<file path="config.mk">
export PLATFORM = sky130hd
export DESIGN_NAME = serial_subtractor_ctrl
export DESIGN_NICKNAME = d
export VERILOG_FILES = /design/src/rtl/serial_subtractor_ctrl.sv
export SDC_FILE = /design/constraint.sdc
export NUM_CORES = 1
export LEC_CHECK = 0
export BUFFER_PORTS_ARGS = -buffer_cell sky130_fd_sc_hd__clkbuf_2
export CAP_MARGIN = 20
export CORE_AREA = 2 2 60 62
export CTS_CLUSTER_DIAMETER = 150
export DETAILED_ROUTE_END_ITERATION = 12
export DIE_AREA = 0 0 62 64
export PLACE_DENSITY = 0.74
export SETUP_SLACK_MARGIN = 0.4
export SLEW_MARGIN = 10
export SYNTH_ARGS = -nofsm -noshare
export SYNTH_HDL_FRONTEND = slang
export SYNTH_SLANG_ARGS = --single-unit
</file>
<file path="constraint.sdc">
create_clock -name clk -period 1.7 [get_ports clk]
set_input_delay 0.34 -clock clk [delete_from_list [all_inputs] [get_ports clk]]
set_output_delay 0.34 -clock clk [all_outputs]
set_load 0.03 [all_outputs]
</file>
<file path="src/rtl/serial_subtractor_ctrl.sv">
`default_nettype none
// ============================================================================
//  Module      : serial_subtractor_ctrl
//  Description : Bit-serial WIDTH-bit subtractor computing a - b, LSB first,
//                reusing one full-subtractor cell across all bit slices.
//                Handshake is start (accepted in IDLE), busy and a one-cycle
//                done pulse.
//  Revision    : 1.0 - initial release
// ============================================================================
module serial_subtractor_ctrl #(
  parameter int WIDTH = 8
) (
  input  logic             clk,
  input  logic             rst,
  input  logic             start,
  input  logic [WIDTH-1:0] a,
  input  logic [WIDTH-1:0] b,
  output logic             busy,
  output logic             done,
  output logic [WIDTH-1:0] diff,
  output logic             bout
);

  localparam int CNT_W = $clog2(WIDTH);

  typedef enum logic [1:0] {
    IDLE = 2'd0,
    RUN  = 2'd1,
    DONE = 2'd2
  } state_t;

  state_t           state;
  state_t           state_nxt;
  logic [WIDTH-1:0] sa;
  logic [WIDTH-1:0] sb;
  logic [WIDTH-1:0] part;
  logic             borrow;
  logic [CNT_W-1:0] cnt;
  logic             cell_d;
  logic             cell_bo;
  logic             last_bit;

  // The single shared full-subtractor cell, fed from the operand LSBs.
  assign cell_d   = sa[0] ^ sb[0] ^ borrow;
  assign cell_bo  = (~sa[0] & sb[0]) | (~(sa[0] ^ sb[0]) & borrow);
  assign last_bit = (cnt == CNT_W'(WIDTH - 1));

  // Handshake outputs decoded purely from the state register.
  assign busy = (state == RUN);
  assign done = (state == DONE);

  // State register.
  always_ff @(posedge clk or posedge rst) begin
    if (rst) begin
      state <= IDLE;
    end else begin
      state <= state_nxt;
    end
  end

  // Next-state decode; start is only honoured in IDLE.
  always_comb begin
    state_nxt = state;
    case (state)
      IDLE:    if (start) state_nxt = RUN;
      RUN:     if (last_bit) state_nxt = DONE;
      DONE:    state_nxt = IDLE;
      default: state_nxt = IDLE;
    endcase
  end

  // Datapath: capture operands, shift one slice per cycle, publish at the end.
  always_ff @(posedge clk or posedge rst) begin
    if (rst) begin
      sa     <= '0;
      sb     <= '0;
      part   <= '0;
      borrow <= 1'b0;
      cnt    <= '0;
      diff   <= '0;
      bout   <= 1'b0;
    end else begin
      case (state)
        IDLE: begin
          if (start) begin
            sa     <= a;
            sb     <= b;
            part   <= '0;
            borrow <= 1'b0;
            cnt    <= '0;
          end
        end
        RUN: begin
          sa     <= {1'b0, sa[WIDTH-1:1]};
          sb     <= {1'b0, sb[WIDTH-1:1]};
          part   <= {cell_d, part[WIDTH-1:1]};
          borrow <= cell_bo;
          cnt    <= cnt + 1'b1;
          // Result registers only move here, so the partial sum never leaks out.
          if (last_bit) begin
            diff <= {cell_d, part[WIDTH-1:1]};
            bout <= cell_bo;
          end
        end
        default: ;
      endcase
    end
  end

endmodule
`default_nettype wire

</file>
==> results.yml <==
status:
  status: "finished clean"
timing:
  tns_ns: 0
  rsz0062_at_grt: "true"
  hold_viol_final: 0
  finalSetupViolations: 0
  period_share_pct: 91.0
  maxSlewHeadroom_pct: 68.8
  post-route-min-period_ns: 1.55
  worstMarginPinSlew_ns: 0.468
  skew_ns: 0.0131
  timing.final.max_slew_violations: 0
  fmax_mhz: 646
die:
  fp.dieH_um: 64
  start_util_pct: 51.7
  ios: 30
  rows: 21
  die_area_um2: 3970
  die_width_um: 62
  core_area_um2: 3280
critical_path:
  reg2reg_to: "bout"
  arrival_ns: 1.21
  worstPathMaxFanout: 3
  startpoint_type: "register"
  critPathKind: "reg2out"
  cp-end-kind: "primary output"
  worst-r2r-setup-slack_ns: 0.20
  reg2reg_depth: 5
  rr_startpoint: "cnt[1]"
  required_ns: 1.36
global_route:
  first_global_vias: 1423
  grt_pass1_wl_um: 6820
  grt_max_degree: 39
  antenna_found_initial: 0
  gr-total-overflow: 0
  globalRouteTotalUtil_pct: 24.2
routing:
  vias_per_cell: 5.69
  drcViolationCount: 0
  drtIter0Drc: 77
  post_drt_wl_per_cell_um: 19.8
  dr.pass1.iters: 4
  ant_nets: 0
  drt_wl_total_um: 4750
  vias: 1365
final_layout:
  syn2layout_area_growth_pct: 60.4
  diodes: 0
  stdcell_area_um2: 2720
  final_cell_mix: "dfrtp_1 (36), inv_1 (18), clkbuf_2 (18), buf_4 (18), buf_6 (15)"
  drive_gt1_share_pct: 61.3
  final_common_cell: "dfrtp_1"
  finalNetCount: 215
synthesis:
  syn_inst: 136
  syn_area_per_cell_um2: 12.5
  yosysSeqAreaShare_pct: 56.0
  synth_fp_nets: 158
  netlist_area_um2: 1700
  ys_warn_count: 0
  synth_seq_cells: 38
  ys_types: 19
clocking:
  htreeDepth: 2
  clk_latency_ns: 0.37
  cts-buffers-inserted: 5
  cts_tree: "built"
  clk_pin_slew_ns: 0.13
  cts_sinks: 38
  root_buffer: "clkbuf_4"
  cts.path.max_buffers: 2
pwr:
  cellPowerDensity_nw_per_um2: 1800
  ir_worst_vdd_uv: 829
  p_leak_nw: 1.26
place:
  dpl-instance-area_um2: 1890
  gp_congestion: 0.701
  dpl.hpwl_um: 2030
  place.port_buffers: 29
min_path:
  holdCritPathClass: "in2async"
run:
  maxCapViolations: 0
[power by group]
| part | leakage, nW | switching [W] | internal (W) |
|---|---|---|---|
| Clock | 0.0374 | 0.000324 | 0.000308 |
| Sequential | 0.467 | 0.000306 | 0.00131 |
| Combinational | 0.752 | 0.00126 | 0.00139 |
| Total | 1.26 | 0.00189 | 0.00301 |
[worst max-delay path, stage by stage (launching register included)]
cell and delay, ns:
dfrtp_2 0.46, buf_12 0.13, nor2b_4 0.12, buf_8 0.12
[what timing repair did]
action | CTS | global route
setup endpoints to repair | 39 | 48
pin swaps | 16 | 6
gates resized for setup | 62 | 54
gates cloned | 5 | 1
buffers inserted | 10 | 10
hold buffers | 0 | 0
[metrics by stage]
| step | hold slack, ns | cells | worst slack [ns] | utilization (%) | power (W) |
|---|---|---|---|---|---|
| 6_report | 0.0372 | 240 | 0.153 | 82.9 | 0.00490 |
| 5_1_grt | 0.0698 | 240 | 0.105 | 82.9 | 0.00519 |
| 4_1_cts | 0.0614 | 229 | 0.133 | 74.5 | 0.00432 |
| 3_5_place_dp | 0.457 | 206 | 0.217 | 57.5 | 0.00304 |
| 3_3_place_gp | 0.448 | 206 | 0.279 | 57.5 | 0.00296 |
| 2_1_floorplan | 0.462 | 136 | 0.338 | - | 0.00270 |
[routing by layer]
metal | vias to the layer above | part of all wire [%] | track usage, %
met5 | - | 0 | 0
met4 | 0 | 1.7 | 10.1
met3 | 9 | 4.2 | 5.47
met2 | 43 | 52 | 40.0
met1 | 701 | 42 | 29.4
li1 | 612 | - | -
[flip-flops by register name (all words and copies together) (netlist names)]
signal  count
sa          8
bout        1
borrow      1
cnt         3
diff        8
state       2
sb          8
part        7
[synth_stat cells (all sizes together)]
master | n | area share, %
a211oi | 1 | 0.44
a221oi | 13 | 6.7
a21oi | 1 | 0.29
nor4b | 14 | 7.2
ha | 2 | 1.5
nor2b | 2 | 0.74
nor3b | 2 | 0.88
clkbuf | 2 | 0.44
mux2 | 10 | 6.6
buf | 10 | 4.5
nand3b | 1 | 0.44
a22o | 12 | 6.2
o21bai | 1 | 1.1
fa | 1 | 1.2
nor2 | 8 | 1.8
dfrtp | 38 | 56
inv | 18 | 4.0
[cell type report]
| cell class | instances | area, um^2 |
|---|---|---|
| Multi-Input combinational cell | 71 | 1030 |
| Sequential cell | 38 | 953 |
| Fill cell | 155 | 562 |
| Timing Repair Buffer | 59 | 536 |
| Inverter | 18 | 67.6 |
| Tap cell | 46 | 57.6 |
| Clock inverter | 3 | 45.0 |
| Clock buffer | 5 | 37.5 |
[cells by family (layout without fill, tap and decap cells)]
family	count (synthesis)	after routing	share of synthesized area (%)
AO/OA/AOI/OAI	28	31	14.7
adder cells (fa/ha/maj)	3	3	2.65
buffers and inverters	30	85	8.92
flip-flops	38	38	56.0
multiplexers	10	10	6.63
AND/OR/NAND/NOR	27	27	11.1
[worst max-delay path by stage]
stage                     startpoint  endpoint  slack [ns]  cells after the start
after global routing        state[1]      done        0.11                      3
after floorplan               cnt[1]      bout        0.34                      5
after global placement        cnt[1]   diff[0]        0.28                      5
final                       state[1]      done        0.15                      3
after CTS                   state[1]      done        0.13                      3
after detailed placement      cnt[1]   diff[5]        0.22                      5
Power figures use the tool's default switching activity.
